<file path="src/rtl/seg_pkg.sv">
`default_nettype none
// ============================================================================
//  Module      : seg_pkg
//  Description : Shared constants and helpers for the seven-segment scanner.
//                Holds the register addresses, the idle value of the display
//                drive and the hex-to-segment lookup table.
//  Revision    : 1.0 - initial release
// ============================================================================
package seg_pkg;

    localparam logic [31:0] DISP_VAL_ADDR  = 32'h4000_0014;
    localparam logic [31:0] DISP_CTRL_ADDR = 32'h4000_0018;

    // All anodes off (active-low), all segments off.
    localparam logic [11:0] LEDS_RESET = 12'hF00;

    // Segment patterns {g,f,e,d,c,b,a}; element [n] encodes hex digit n.
    localparam logic [15:0][6:0] HEX_SEG_TABLE = {
        7'h71, 7'h79, 7'h5E, 7'h39, 7'h7C, 7'h77, 7'h6F, 7'h7F,
        7'h07, 7'h7D, 7'h6D, 7'h66, 7'h4F, 7'h5B, 7'h06, 7'h3F
    };

    // Mask of digits that carry significance: every digit up to and
    // including the highest nonzero nibble. Digit 0 is always visible so a
    // zero value still shows a single "0".
    function automatic logic [3:0] visible_digits(input logic [15:0] value);
        logic [3:0] mask;
        mask = 4'b0001;
        if (value[15:12] != 4'h0) begin
            mask = 4'b1111;
        end else if (value[11:8] != 4'h0) begin
            mask = 4'b0111;
        end else if (value[7:4] != 4'h0) begin
            mask = 4'b0011;
        end
        return mask;
    endfunction

endpackage
`default_nettype wire

</file>
<file path="src/rtl/seg_scanner_hex7seg.sv">
`default_nettype none
// ============================================================================
//  Module      : hex7seg
//  Description : Combinational hex nibble to seven-segment encoder.
//  Ports       : nibble_i [3:0] - hex digit in
//                seg_o    [6:0] - active-high segments {g,f,e,d,c,b,a}
//  Revision    : 1.0 - initial release
// ============================================================================
module hex7seg
    import seg_pkg::*;
(
    input  logic [3:0] nibble_i,
    output logic [6:0] seg_o
);

    assign seg_o = HEX_SEG_TABLE[nibble_i];

endmodule
`default_nettype wire

</file>
<file path="src/rtl/seg_scanner.sv">
`default_nettype none
// ============================================================================
//  Module      : seg_scanner
//  Description : Memory-mapped 4-digit multiplexed seven-segment driver.
//                DISP_VAL (0x4000_0014) holds four hex nibbles, DISP_CTRL
//                (0x4000_0018) holds enable (bit0) and the decimal-point mask
//                (bits [7:4]). A divider paces one digit slot per REFRESH_DIV
//                clocks; a shadow copy of DISP_VAL is taken at each frame
//                boundary so a frame never shows a torn value.
//  Ports       : clk, reset (async, active-high)
//                MemRead, MemWrite, Address[31:0], Write_data[31:0] - CPU bus
//                Read_data[31:0] - combinational register readback
//                leds[11:0]      - {anodes[3:0] active-low, dp,g..a}
//  Options     : SEG_LEADING_ZERO_BLANK_EN - blank digits above the highest
//                nonzero nibble (decimal points still follow the mask).
//  Revision    : 1.0 - initial release
// ============================================================================
module seg_scanner
    import seg_pkg::*;
#(
    parameter int unsigned REFRESH_DIV = 100000
)
(
    input  logic        clk,
    input  logic        reset,
    input  logic        MemRead,
    input  logic        MemWrite,
    input  logic [31:0] Address,
    input  logic [31:0] Write_data,
    output logic [31:0] Read_data,
    output logic [11:0] leds
);

    localparam int unsigned             DIV_W      = (REFRESH_DIV > 2) ? $clog2(REFRESH_DIV) : 1;
    localparam logic [DIV_W-1:0]        C_DIV_TERM = DIV_W'(REFRESH_DIV - 1);

    // Architectural registers
    logic [15:0]      val_q,      val_d;
    logic             en_q,       en_d;
    logic [3:0]       dp_mask_q,  dp_mask_d;
    // Scan state
    logic [15:0]      shadow_q,   shadow_d;
    logic [DIV_W-1:0] div_q,      div_d;
    logic [1:0]       idx_q,      idx_d;
    // Digit latched at tick, presented on leds the following cycle
    logic             pend_q,     pend_d;
    logic [1:0]       pend_idx_q, pend_idx_d;
    logic [6:0]       pend_seg_q, pend_seg_d;
    logic [11:0]      leds_q,     leds_d;

    logic             w_wr_val;
    logic             w_wr_ctrl;
    logic             w_tick;
    logic [3:0]       w_nibble;
    logic [6:0]       w_hex_seg;
    logic [6:0]       w_seg_shown;
    logic             unused_wdata;

    assign w_wr_val  = MemWrite && (Address == DISP_VAL_ADDR);
    assign w_wr_ctrl = MemWrite && (Address == DISP_CTRL_ADDR);
    assign w_tick    = en_q && (div_q == C_DIV_TERM);
    assign w_nibble  = shadow_q[{idx_q, 2'b00} +: 4];

    assign unused_wdata = ^{Write_data[31:16], Write_data[3:1]};

    hex7seg u_hex7seg (
        .nibble_i (w_nibble),
        .seg_o    (w_hex_seg)
    );

`ifdef SEG_LEADING_ZERO_BLANK_EN
    logic [3:0] w_visible;
    assign w_visible   = visible_digits(shadow_q);
    assign w_seg_shown = w_visible[idx_q] ? w_hex_seg : 7'h00;
`else
    assign w_seg_shown = w_hex_seg;
`endif

    always_comb begin
        val_d      = w_wr_val  ? Write_data[15:0] : val_q;
        en_d       = w_wr_ctrl ? Write_data[0]    : en_q;
        dp_mask_d  = w_wr_ctrl ? Write_data[7:4]  : dp_mask_q;
        shadow_d   = shadow_q;
        div_d      = div_q;
        idx_d      = idx_q;
        pend_d     = 1'b0;
        pend_idx_d = pend_idx_q;
        pend_seg_d = pend_seg_q;
        leds_d     = leds_q;

        if (en_q) begin
            if (w_tick) begin
                div_d      = '0;
                idx_d      = idx_q + 2'd1;
                pend_d     = 1'b1;
                pend_idx_d = idx_q;
                pend_seg_d = w_seg_shown;
                // Frame boundary: forward a same-cycle DISP_VAL write.
                if (idx_q == 2'd3) begin
                    shadow_d = val_d;
                end
            end else begin
                div_d = div_q + 1'b1;
            end
            if (pend_q) begin
                leds_d = {~(4'b0001 << pend_idx_q), dp_mask_q[pend_idx_q], pend_seg_q};
            end
        end

        // Control writes override the scan: disable blanks, enable restarts.
        if (w_wr_ctrl && !Write_data[0]) begin
            div_d  = '0;
            idx_d  = 2'd0;
            pend_d = 1'b0;
            leds_d = LEDS_RESET;
        end else if (w_wr_ctrl && Write_data[0] && !en_q) begin
            shadow_d = val_q;
            div_d    = '0;
            idx_d    = 2'd0;
            pend_d   = 1'b0;
        end
    end

    always_ff @(posedge clk or posedge reset) begin
        if (reset) begin
            val_q      <= 16'h0000;
            en_q       <= 1'b0;
            dp_mask_q  <= 4'h0;
            shadow_q   <= 16'h0000;
            div_q      <= '0;
            idx_q      <= 2'd0;
            pend_q     <= 1'b0;
            pend_idx_q <= 2'd0;
            pend_seg_q <= 7'h00;
            leds_q     <= LEDS_RESET;
        end else begin
            val_q      <= val_d;
            en_q       <= en_d;
            dp_mask_q  <= dp_mask_d;
            shadow_q   <= shadow_d;
            div_q      <= div_d;
            idx_q      <= idx_d;
            pend_q     <= pend_d;
            pend_idx_q <= pend_idx_d;
            pend_seg_q <= pend_seg_d;
            leds_q     <= leds_d;
        end
    end

    always_comb begin
        Read_data = 32'h0;
        if (MemRead) begin
            if (Address == DISP_VAL_ADDR) begin
                Read_data = {16'h0, val_q};
            end else if (Address == DISP_CTRL_ADDR) begin
                Read_data = {24'h0, dp_mask_q, 3'b000, en_q};
            end
        end
    end

    assign leds = leds_q;

endmodule
`default_nettype wire

</file>
<file path="config.mk">
export PLATFORM = sky130hd
export DESIGN_NAME = seg_scanner
export DESIGN_NICKNAME = d
export VERILOG_FILES = /design/src/rtl/seg_pkg.sv /design/src/rtl/seg_scanner_hex7seg.sv /design/src/rtl/seg_scanner.sv
export SDC_FILE = /design/constraint.sdc
export NUM_CORES = 1
export LEC_CHECK = 0
export ABC_AREA = 0
export BUFFER_PORTS_ARGS = -buffer_cell sky130_fd_sc_hd__buf_4
export CAP_MARGIN = 0
export CORE_MARGIN = 2
export CORE_UTILIZATION = 54
export DETAILED_ROUTE_END_ITERATION = 10
export GPL_TIMING_DRIVEN = 0
export PLACE_DENSITY_LB_ADDON = 0.15
export SYNTH_ARGS = -nofsm -noshare
export SYNTH_HDL_FRONTEND = slang
export SYNTH_SLANG_ARGS = --single-unit
</file>
<file path="constraint.sdc">
create_clock -name clk -period 2.6 [get_ports clk]
set_input_delay 0.26 -clock clk [delete_from_list [all_inputs] [get_ports clk]]
set_output_delay 0.26 -clock clk [all_outputs]
set_load 0.01 [all_outputs]
</file>
== Word level (Yosys, flattened, before mapping) ==
Memory sizes are Yosys's and may differ from the RTL's. A register that Yosys moved wholly into a read port is not among the register bits.
Index checks and enable logic that the tools add are counted.

* Add/subtract/negate cells: 2
* $lt $le $gt $ge: 1
* Equality and inequality tests: 4
* Shifts and indexed selects: 2
* Multiplexer cells: 26
* Bitwise logic cells: 1
* Reduce and logical (&&, ||, !) cells: 15

{| class="wikitable"
|+ Operator list
! kind !! number
|-
| $mux W16 || 8
|-
| $mux W17 || 4
|-
| $eq A32 B31 Y1 const B || 2
|-
| $mux W12 || 3
|-
| $add A17 B1 Y17 const B || 1
|-
| $eq A17 B17 Y1 const B || 1
|-
| $shiftx A16 B5 Y4 || 1
|-
| $mux W2 || 4
|-
| $mux W8 || 1
|-
| $logic_and A1 B1 Y1 || 6
|-
| $reduce_and A2 Y1 || 3
|-
| $reduce_bool A3 Y1 || 2
|-
| $mux W1 || 5
|-
| $not A4 Y4 || 1
|-
| $reduce_bool A2 Y1 || 2
|-
| $shl A1 B2 Y4 const A || 1
|-
| $lt A2 B3 Y1 const B || 1
|-
| $add A2 B1 Y2 const B || 1
|-
| $bmux W1 S2 || 1
|-
| $eq A2 B2 Y1 const B || 1
|-
| $logic_not A1 Y1 || 2
|}

* Flip-flop bits (word level): 71
* Memory bits (read-only): 112
* Output and inout bits: 44
* Memories kept: 1

{| class="wikitable"
|+ Memories
! memory !! depth !! bits a word !! rd ports !! clocked after Yosys merged registers in !! wr ports !! RTL line !! text
|-
| (no name shown) || 16 || 7 || 1 || 1 || 0 || seg_scanner_hex7seg.sv:16 || <nowiki>assign seg_o = HEX_SEG_TABLE[nibble_i];</nowiki>
|}

== Depth between registers and ports, before layout ==
* Depth in word-level cells: 8
* Mapped depth: 8
* Gate-level depth less buffers: 7

== Hierarchy ==
From an unflattened synthesis, not the netlist that was laid out.

* Cells, all modules: 424
* Area total of the unflattened synthesis: 4534.3 µm²

{| class="wikitable"
|+ By module, submodules not included
! module !! instances !! cells each !! area each (µm²) !! sequential area each (µm²)
|-
| seg_scanner || 1 || 391 || 4246.6 || 1956.9
|-
| hex7seg || 1 || 33 || 287.8 || 0.0
|}

== Least setup slack after synthesis ==
Ideal clock, no wire load.

* Path kind: flip-flop to flip-flop
* Start: register idx_q[0]
* End: register pend_seg_q[3]
* Setup time: 0.077 ns
* Arrival: 1.927 ns
* Data required time: 2.523 ns
* Path slack: 0.596 ns
* Stages on the path, launching flop included: 8
* Cell sequence: dfrtp_1 buf_2 mux4_2 inv_1 ha_1 inv_1 mux4_2 o21ai_1

* Longest elaborated chain between the ends: 1

{| class="wikitable"
|+ RTL lines
! what !! RTL line !! text
|-
| start: declaration || seg_scanner.sv:44 || <nowiki>logic [1:0] idx_q, idx_d;</nowiki>
|-
| start signal: assignment || seg_scanner.sv:142 || <nowiki>idx_q <= idx_d;</nowiki>
|-
| $shiftx A16 B5 Y4 || seg_scanner.sv:62 || <nowiki>assign w_nibble = shadow_q[{idx_q, 2'b00} +: 4];</nowiki>
|-
| end: declaration || seg_scanner.sv:48 || <nowiki>logic [6:0] pend_seg_q, pend_seg_d;</nowiki>
|}

No other way between the ends.
A chain may end at the register's enable or synchronous reset.

== Worst setup path in the final report ==
* Start: input port Address[22]
* End: output port Read_data[11]

* Longest elaborated chain between the ends: 3

{| class="wikitable"
|+ RTL lines
! what !! RTL line !! text
|-
| start: declaration || seg_scanner.sv:28 || <nowiki>input logic [31:0] Address,</nowiki>
|-
| $eq A32 B31 Y1 || seg_scanner.sv:153 || <nowiki>if (Address == DISP_VAL_ADDR) begin</nowiki>
|-
| $mux W16 || seg_scanner.sv:153 ||
|-
| $mux W16 || seg_scanner.sv:152 || <nowiki>if (MemRead) begin</nowiki>
|-
| end: declaration || seg_scanner.sv:30 || <nowiki>output logic [31:0] Read_data,</nowiki>
|}

No other way between the ends.

==> reports/results.env <==
CRITICAL_PATH.MOST_COMMON_CELL='buf_4'
WORST_SETUP_PATH_START_KIND='primary input'
CLKLATENCYLATEPIN_NS=0.35
MAX_CAP_VIOL_COUNT=0
NUMPLACEDINSTANCES=632
MEAN_INSTANCE_SIZE_IN_THE_SYNTHESIZED_NETLIST_UM2=10.1
FINALCOREUTILIZATION_PCT=69.2
HOLD_PATH_STARTPOINT='Write_data[1]'
DIE_WIDTH_UM=94.2
YS.WARNINGS.COUNT=0
FLOORPLAN.CORE_AREA_UM2=7810
OUTCOME='complete, no violations'
NUMBER_OF_ENABLE_FLIP_FLOP_CELLS_AFTER_SYNTHESIS=0
CRIT_PATH_TOP_DELAY_CELL='nor4_4'
FIRST_GLOBAL_VIAS=3642
FINAL_NUMBER_OF_SETUP_VIOLATING_ENDPOINTS=0
MIN_PATH_CELLS=3
PEAKVDDDROP_V=0.000326
POSTLAYOUTCELLAREA_UM2=5400
AREA_GROW_SYN2LAYOUT_PCT=22.9
MAPPEDNETLISTAREA_UM2=4400
FIN_NETS=619
DP_HPWL_UM=7520
CTSHTREEMAXLEVEL=3
PRE_CTS_WS_NS=0.0166
PLACEMENT_ROWS=32
TOP_LEVEL_PORTS=112
POST-ROUTE-DRC-COUNT=0
GRT_ANTENNA_BEFORE_REPAIR=0
CRITICAL_PATH.MAX_STAGE_DELAY_NS=0.36
FINAL_HOLD_VIOL_COUNT=0
WORSTSETUPPATHTYPE='primary input to output pin'
DRTANTENNAVIOLNETS=0
YS_TYPES=49
GRT_PASS1_WL_UM=17300
CELLLEAKAGEPOWER_nW=2.58
TIMING.HOLD.WORST_ENDPOINT='val_q[1]'
FMAX_MHz=412
DRT_FIRST_PASS_ITERS=4
MAX-CLOCK-PATH-BUFFERS=2
CLKSLEWWORSTSETUPHOLDPATHS_NS=0.07
TIMING.MAX_SLEW.REL_SLACK_PCT=53.1
CTS_SINKS=78
PLACED_AREA_UM2=5200
WORSTSETUPENDPOINTTYPE='output pin'
SETUP_SLACK_NS=0.173
GP_CONGESTION=0.819
ANTENNA-DIODE-COUNT=0
CRIT_REQUIRED_NS=2.34
RSZ0062_AT_GRT='false'
NETLIST_TOP_CELLS_AREA='dfrtp_1, nand2_1, o21ai_0'
CTSROOTBUFFERMASTER='clkbuf_8'
PORT-BUFFER-COUNT=79
TRITONCTS_CLOCK_TREE='yes'
CRIT_ARRIVAL_NS=2.17
WORST-SLEW-PIN-TRANSITION_NS=0.699
SYNTH_LARGEST_AREA_CELL='dfrtp_1'
VIASPERCELL=5.56
DIE-AREA_UM2=8880
NUM-FILL-CELLS=608
SYNTH_FF_TYPE='dfrtp_1'
FINALPOWER_mW=2.25
ASYNC_RESET_FF_SHARE_PCT=100
LAYOUT_WORST_PATH_CYCLE_SHARE_PCT=93.4
FINALCLOCKSKEW_NS=0.00890
TIMING.RR.START='div_q[12]'
REGISTER_BIT_TOTAL_FROM_SYNTHESIS=78
POWER_DENSITY_nW_PER_UM2=417
DRT_WL_TOTAL_UM=10200
YOSYSSEQAREASHARE_PCT=44.5
FIN_CRIT_NS=2.43
INITIAL_CORE_UTIL_PCT=56.3
FINAL_CELLS=647
SYN_INST=435
DRT_ITER0_DRC=153
DRIVE_GT1_SHARE_PCT=29.2
TOTAL_GRT_OVERFLOW=0
GRTUSAGETOTAL_PCT=24.7
PIN_COUNT_OF_THE_BIGGEST_NET_ENTERING_GLOBAL_ROUTING=63
ROUTED_WIRE_LENGTH_PER_INSTANCE_UM=15.7
REG2REG_TO='shadow_q[6]'
CTS-BUFFERS-INSERTED=9
TIMING.CRITICAL_PATH.CELLS='buf_4 > nor4_4 > and4_1 > buf_4 > nand2_1 > nor2_1 > clkbuf_2 > and2_1 > buf_4'
CHIPHEIGHT_UM=94.2
WORSTHOLDPATHTYPE='primary input to flip-flop'
SLEW_VIOLATIONS=0
DETAILROUTE.VIA_COUNT=3599
PATH_MAX_FANOUT=10
REG2REG_SLACK_NS=0.31
PORTION_OF_SYNTHESIZED_CELL_AREA_OCCUPIED_BY_THE_LEADING_CELL_TYPE_PCT=42.1
R2R_CELLS=6
[where the power goes]
part | internal (mW) | switching [mW]
clock | 0.458 | 0.434
sequential | 1.21 | 0.0000000144
combinational | 0.0782 | 0.0725
total | 1.75 | 0.506
[Yosys cell counts (all sizes together) (3+ instances only)]
library cell,number
dfrtp,74
nand2,58
o21ai,43
buf,31
inv,26
a21oi,23
a2bb2oi,16
o22a,16
and2,13
or3,13
nand3,11
clkbuf,10
nor4,10
ha,9
nand4,8
nor2,8
mux4,6
a22o,5
and3,4
and4,4
dfstp,4
mux2i,4
nor3,4
o31ai,4
a21o,3
a221oi,3
nand3b,3
nor2b,3
nor4b,3
or4,3
[cell type report]
type / count / area (µm²) / area share, %
Sequential cell: 78 / 1960 / 36.2
Multi-Input combinational cell: 305 / 2130 / 39.4
Inverter: 26 / 100 / 1.85
Tap cell: 102 / 128 / 2.36
Clock buffer: 10 / 138 / 2.55
Buffer: 41 / 272 / 5.03
Timing Repair Buffer: 81 / 631 / 11.7
Clock inverter: 4 / 48.8 / 0.903
[layout by cell type (no fill, tap or decap), types with 3 or more instances in the layout]
cell type / synthesis / routed
or4_1: 3 / 3
nor2_1: 8 / 8
clkbuf_8: 0 / 10
or3_1: 13 / 13
and3_1: 4 / 4
dfstp_2: 4 / 4
nand2_1: 58 / 58
inv_1: 26 / 25
mux2i_1: 4 / 4
nand3b_1: 3 / 3
nor4_4: 6 / 6
and2_1: 13 / 13
o31ai_1: 4 / 4
a21oi_1: 22 / 22
buf_4: 18 / 97
and4_1: 4 / 4
conb_1: 1 / 16
a22o_1: 5 / 5
nor2b_1: 3 / 3
o22a_1: 16 / 16
nor4_2: 3 / 3
a2bb2oi_1: 16 / 16
o21ai_0: 41 / 41
nor3_1: 4 / 4
buf_2: 8 / 8
nand4_1: 7 / 7
dfrtp_1: 74 / 74
nand3_1: 11 / 11
buf_6: 5 / 5
ha_1: 9 / 9
clkbuf_1: 9 / 8
a221oi_2: 3 / 3
mux4_2: 6 / 6
a21o_1: 3 / 3
[logic make-up (layout without fill, tap and decap cells)]
| family | count (synthesis) | in the layout | synth area share [%] |
|---|---|---|---|
| AND/OR/NAND/NOR | 151 | 151 | 21.6 |
| AO/OA/AOI/OAI | 116 | 116 | 18.2 |
| flip-flops | 78 | 78 | 44.5 |
| buffers and inverters | 67 | 162 | 8.37 |
| multiplexers | 12 | 12 | 4.50 |
| adder cells (fa/ha/maj) | 9 | 9 | 2.56 |
| other | 1 | 16 | 0.0853 |
| XOR/XNOR | 1 | 1 | 0.199 |
[worst max-delay path, delay by kind of cell]
kind / cells / cell delay, ns
and+or+nand+nor: 5 / 1.20
buffers and inverters: 4 / 0.70
[flip-flops by register name, summed over array words and instances, names as in the netlist]
register and flops:
div_q 17, pend_q 1, leds 12, dp_mask_q 4
shadow_q 16, pend_seg_q 7, en_q 1, val_q 16
pend_idx_q 2, idx_q 2
[through the flow]
step / TNS (ns) / hold WS (ns)
floorplan: 0 / 0.427
global placement: -41.79 / 0.467
detailed placement: 0 / 0.221
CTS: 0 / 0.195
global route: 0 / 0.202
finish: 0 / 0.201
[worst max path at each step]
stage	startpoint	to	slack, ns	depth (start not counted)
CTS	Address[22]	Read_data[2]	0.02	9
global placement	reset	val_q[2]	-0.57	2
detailed placement	Address[22]	Read_data[2]	0.02	9
global route	Address[22]	Read_data[13]	0.007	9
floorplan	reset	div_q[0]	0.35	1
finish	Address[22]	Read_data[11]	0.17	9
[layer usage]
layer | global-route usage (%) | vias to the layer above | part of all wire (%)
met5 | 0 | - | 0
met4 | 10.5 | 0 | 2.1
met3 | 3.61 | 18 | 4.9
met2 | 41.5 | 114 | 51
met1 | 31.9 | 1720 | 42
li1 | - | 1747 | -
[repair_timing]
action / 4_1_cts / 5_1_grt
gates resized for setup: 0 / 2
setup buffers: 0 / 0
endpoints found under the hold margin: 16 / 0
endpoints found under the setup margin: 0 / 10
hold buffers: 1 / 0
Power figures use the tool's default switching activity.
